$ cat src/rtl/seq_divmod.sv
// Multi-cycle radix-2 restoring divider: quotient and remainder, signed or unsigned per operation.
// Valid/ready handshakes on both sides; divide-by-zero returns all-ones quotient and the dividend.
module seq_divmod #(
    parameter int DATAWIDTH = 32
) (
    input  logic                 clk,
    input  logic                 rst,
    input  logic                 in_valid,
    output logic                 in_ready,
    input  logic [DATAWIDTH-1:0] a,
    input  logic [DATAWIDTH-1:0] b,
    input  logic                 is_signed,
    output logic                 out_valid,
    input  logic                 out_ready,
    output logic [DATAWIDTH-1:0] quot,
    output logic [DATAWIDTH-1:0] rem,
    output logic                 div_zero
);

    localparam int CW = (DATAWIDTH > 2) ? $clog2(DATAWIDTH) : 1;

    typedef enum logic [1:0] {
        IDLE = 2'd0,
        CALC = 2'd1,
        FIX  = 2'd2,
        DONE = 2'd3
    } state_t;

    state_t                 r_state;
    state_t                 w_next_state;

    logic [DATAWIDTH-1:0]   r_quot;      // dividend shifts out as quotient bits shift in
    logic [DATAWIDTH-1:0]   r_rem;       // partial remainder
    logic [DATAWIDTH-1:0]   r_divisor;
    logic [CW-1:0]          r_cnt;
    logic                   r_signed;
    logic                   r_sign_a;
    logic                   r_sign_b;
    logic                   r_div_zero;

    logic                   w_accept;
    logic                   w_b_zero;
    logic [DATAWIDTH-1:0]   w_a_mag;
    logic [DATAWIDTH-1:0]   w_b_mag;
    logic [DATAWIDTH:0]     w_shift;
    logic [DATAWIDTH:0]     w_diff;

    assign w_accept = in_valid & in_ready;
    assign w_b_zero = (b == '0);
    assign w_a_mag  = (is_signed && a[DATAWIDTH-1]) ? -a : a;
    assign w_b_mag  = (is_signed && b[DATAWIDTH-1]) ? -b : b;

    // The partial remainder is always below the divisor, so bit DATAWIDTH of the
    // difference is a reliable borrow flag for the trial subtraction.
    assign w_shift  = {r_rem, r_quot[DATAWIDTH-1]};
    assign w_diff   = w_shift - {1'b0, r_divisor};

    always_ff @(posedge clk) begin
        if (rst) r_state <= IDLE;
        else     r_state <= w_next_state;
    end

    // NOTE: every output of this block gets a default first, so no path can infer a latch.
    always_comb begin
        w_next_state = r_state;
        in_ready     = 1'b0;
        out_valid    = 1'b0;
        unique case (r_state)
            IDLE: begin
                in_ready = 1'b1;
                if (in_valid) w_next_state = w_b_zero ? DONE : CALC;
            end
            CALC: if (r_cnt == '0) w_next_state = FIX;
            FIX:  w_next_state = DONE;
            DONE: begin
                out_valid = 1'b1;
                if (out_ready) w_next_state = IDLE;
            end
            default: w_next_state = IDLE;
        endcase
    end

    // NOTE: only the registers visible on the outputs are reset; the divisor, counter and
    // sign flags are always loaded on accept before anything reads them.
    always_ff @(posedge clk) begin
        if (rst) begin
            r_quot     <= '0;
            r_rem      <= '0;
            r_div_zero <= 1'b0;
        end else begin
            unique case (r_state)
                IDLE: if (w_accept) begin
                    if (w_b_zero) begin
                        r_quot     <= '1;
                        r_rem      <= a;
                        r_div_zero <= 1'b1;
                    end else begin
                        r_quot     <= w_a_mag;
                        r_rem      <= '0;
                        r_div_zero <= 1'b0;
                    end
                end
                CALC: begin
                    r_rem  <= w_diff[DATAWIDTH] ? w_shift[DATAWIDTH-1:0] : w_diff[DATAWIDTH-1:0];
                    r_quot <= {r_quot[DATAWIDTH-2:0], ~w_diff[DATAWIDTH]};
                end
                FIX: if (r_signed) begin
                    if (r_sign_a ^ r_sign_b) r_quot <= -r_quot;
                    if (r_sign_a)            r_rem  <= -r_rem;
                end
                default: ;
            endcase
        end
    end

    always_ff @(posedge clk) begin
        if (r_state == IDLE && w_accept) begin
            r_divisor <= w_b_mag;
            r_cnt     <= CW'(DATAWIDTH - 1);
            r_signed  <= is_signed;
            r_sign_a  <= a[DATAWIDTH-1];
            r_sign_b  <= b[DATAWIDTH-1];
        end else if (r_state == CALC) begin
            r_cnt <= r_cnt - 1'b1;
        end
    end

    assign quot     = r_quot;
    assign rem      = r_rem;
    assign div_zero = r_div_zero;

endmodule

$ cat config.mk
export PLATFORM = sky130hd
export DESIGN_NAME = seq_divmod
export DESIGN_NICKNAME = d
export VERILOG_FILES = /design/src/rtl/seq_divmod.sv
export SDC_FILE = /design/constraint.sdc
export NUM_CORES = 1
export LEC_CHECK = 0
export BUFFER_PORTS_ARGS = -buffer_cell sky130_fd_sc_hd__buf_2
export CAP_MARGIN = 20
export CORE_MARGIN = 2
export CORE_UTILIZATION = 60
export CTS_CLUSTER_SIZE = 24
export DETAILED_ROUTE_END_ITERATION = 6
export PLACE_DENSITY = 0.83
export SYNTH_ARGS = -nofsm -noshare
export SYNTH_HDL_FRONTEND = slang
export SYNTH_SLANG_ARGS = --single-unit
$ cat constraint.sdc
create_clock -name clk -period 3.5 [get_ports clk]
set_input_delay 0.35 -clock clk [delete_from_list [all_inputs] [get_ports clk]]
set_output_delay 0.35 -clock clk [all_outputs]
set_load 0.1 [all_outputs]
==> impl_metrics.json <==
{
  "cts_made_buffers": 9,
  "relSlewSlack": 0.399,
  "dr.pass1.iters": 5,
  "power.density_mw_per_mm2": 1080,
  "setup_violations": 0,
  "stdcell_area_mm2": 0.0113,
  "synthXorXnorAreaFrac": 0.0807,
  "cts-root-buf": "clkbuf_16",
  "synth-compound-area-share": 0.282,
  "htree_levels": 3,
  "timing.fmax_mhz": 313,
  "p_leak_uw": 0.00450,
  "worst_clock_skew_ns": 0.00900,
  "cp.arrival_ns": 3.47,
  "avgSynthCellArea_um2": 7.56,
  "layout_common_cells": "buf_2, a21oi_1, nand2_1",
  "grtUsageTotal": 0.335,
  "dp.final_hpwl_um": 22700,
  "mostFrequentLayoutCell": "buf_2",
  "drive_gt1_frac": 0.158,
  "fp.dieW_um": 134,
  "cts_buffer_depth": 2,
  "fp.coreArea_mm2": 0.0165,
  "fillers": 1427,
  "cts_sinks": 107,
  "ys_ff_latch": 107,
  "period_needed_ns": 3.20,
  "wl_per_cell_um": 18.2,
  "postRouteAntennaNets": 0,
  "cts_tree": "yes",
  "start_util": 0.610,
  "peakVddDrop_v": 0.000804,
  "synth_area_mm2": 0.0101,
  "synth_fp_nets": 1446,
  "path_class": "reg -> reg",
  "tns_ns": 0,
  "synth.distinct_cells": 83,
  "globalRouteOverflowTotal": 0,
  "hold_viol": 0,
  "period_share": 0.914,
  "rsz0062_at_grt": "false",
  "synthAdderAreaFrac": 0.0528,
  "syn_inst": 1335,
  "synth_top_family_by_area": "compound AO/OA/AOI/OAI gates",
  "ys.flop_type": "dfxtp_1",
  "fp-row-count": 47,
  "clk-insertion-delay-late_ns": 0.36,
  "cap_viol_max_count": 0,
  "cp-end-kind": "flip-flop",
  "yosysWarnings": 0,
  "synthArstFlopShare": 0,
  "antenna_found_initial": 0,
  "die_area_mm2": 0.0179,
  "area.growth.synth_to_final_pct": 12.0,
  "routed_wl_um": 30500,
  "slew_viol_final": 0,
  "grt_max_degree": 63,
  "fin_hold_ws_ns": 0.247,
  "drc": 0,
  "hp-class": "in -> reg",
  "start_kind": "flip-flop",
  "ys_seq_area_frac": 0.247,
  "synth_edf_count": 35,
  "place.gp.congestion": 0.965,
  "io_pins": 136,
  "clk_pin_slew_ns": 0.08,
  "placed_area_mm2": 0.0110,
  "critPathRequiredTime_ns": 3.78,
  "grt_pass1_vias": 9700,
  "dr_total_vias": 10800,
  "synth-simple-area-share": 0.245,
  "grt_pass1_wl_um": 48700,
  "worstPathMaxFanout": 16,
  "antennaDiodeCount": 0,
  "worst_pin_slew_ns": 0.898,
  "synthMuxAreaShare": 0.0260,
  "outcome": "finished clean",
  "viasPerCell": 6.48,
  "die_y_um": 134,
  "drt_iter0_drc": 1122,
  "portBuffers": 135,
  "fin_nets": 1560
}
## worst max-delay path, stage by stage, from the launching register on
cell      delay, ns
dfxtp_2        0.35
inv_1          0.09
ha_1           0.24
fa_1           0.40
nand2b_1       0.18
a21oi_1        0.24
o21ai_0        0.22
nand4b_1       0.21
a211o_1        0.22
and3_1         0.28
buf_12         0.18
mux2_1         0.33
o31ai_1        0.18
## cells by family after synthesis
| logic type | Yosys count |
|---|---|
| compound gates | 446 |
| xor+xnor | 93 |
| fa+ha+maj | 42 |
| buf+inv | 149 |
| flops | 107 |
| mux | 26 |
| simple gates | 472 |
## sequential cells by signal, indices dropped and copies added (netlist names)
| register | cells |
|---|---|
| r_sign_b | 1 |
| r_signed | 1 |
| div_zero | 1 |
| r_divisor | 32 |
| rem | 32 |
| r_sign_a | 1 |
| r_state | 2 |
| quot | 32 |
| r_cnt | 5 |
## timing repair
action | 4_1_cts | 5_1_grt
hold buffers | 0 | 0
setup endpoints to repair | 0 | 6
setup buffers | 0 | 1
gates resized for setup | 0 | 1
## report_power, final
| group | leakage [uW] | switching [uW] | internal [uW] |
|---|---|---|---|
| logic | 0.00345 | 6290 | 2730 |
| clock network | 0.000127 | 503 | 485 |
| registers | 0.000925 | 474 | 1710 |
| total | 0.00450 | 7270 | 4920 |
## worst paths after layout
path | start | to | slack (ns) | cells after the start
setup / recovery | quot[31]$_SDFFE_PP0P_ | rem[1]$_SDFFE_PP0P_ | 0.30 | 12
hold / removal | b[0] | r_divisor[0]$_DFFE_PP_ | 0.25 | 1
setup reg to reg | quot[31]$_SDFFE_PP0P_ | rem[1]$_SDFFE_PP0P_ | 0.30 | 12
hold reg to reg | div_zero$_SDFFE_PP0P_ | div_zero$_SDFFE_PP0P_ | 0.45 | 2
## cell type report
type	instances	area, um^2	area share
clock buffer	10	229	0.0203
sequential	107	2490	0.221
tap	220	275	0.0244
clock inverter	6	41.3	0.00365
inverter	72	270	0.0239
multi-input combinational	1079	6950	0.615
timing repair buffer	180	1040	0.0919
## per-stage QoR
step	cells	power, uW	utilization	worst slack (ns)
after detailed placement	1657	11000	0.666	0.215
final	1674	12200	0.684	0.303
after CTS	1673	12000	0.683	0.195
after floorplan	1335	9070	-	0.00227
after global placement	1657	10900	0.666	0.352
after global routing	1674	13000	0.684	0.0732
## synthesized netlist by cell type, types with 11 or more instances
master | count | share of area
nand2b_1 | 17 | 0.011
nand4_1 | 11 | 0.0068
clkbuf_1 | 53 | 0.020
xnor2_1 | 70 | 0.061
o21ai_0 | 102 | 0.051
and3_1 | 16 | 0.0099
dfxtp_1 | 72 | 0.14
a31oi_1 | 21 | 0.013
or3_1 | 19 | 0.012
nor3_1 | 63 | 0.031
nand3b_1 | 11 | 0.0082
xor2_1 | 23 | 0.020
nand2_1 | 122 | 0.045
ha_1 | 41 | 0.051
a21oi_1 | 128 | 0.064
a221oi_1 | 21 | 0.018
a211oi_1 | 20 | 0.015
nand3_1 | 30 | 0.015
nor2_1 | 96 | 0.036
mux2i_1 | 24 | 0.024
or4_1 | 13 | 0.0097
inv_1 | 70 | 0.026
a21o_1 | 18 | 0.013
o31ai_1 | 13 | 0.0097
and2_1 | 13 | 0.0081
buf_6 | 11 | 0.012
o21ai_1 | 14 | 0.0069
edfxtp_1 | 35 | 0.10
nor4_1 | 23 | 0.014
## routing by layer
metal | vias up | track usage | part of all wire
met2 | 622 | 0.537 | 0.45
met1 | 4933 | 0.444 | 0.41
li1 | 5210 | - | -
met3 | 78 | 0.0601 | 0.10
met4 | 0 | 0.144 | 0.032
met5 | - | 0 | 0
No activity file was read; power rests on OpenSTA's default activity.
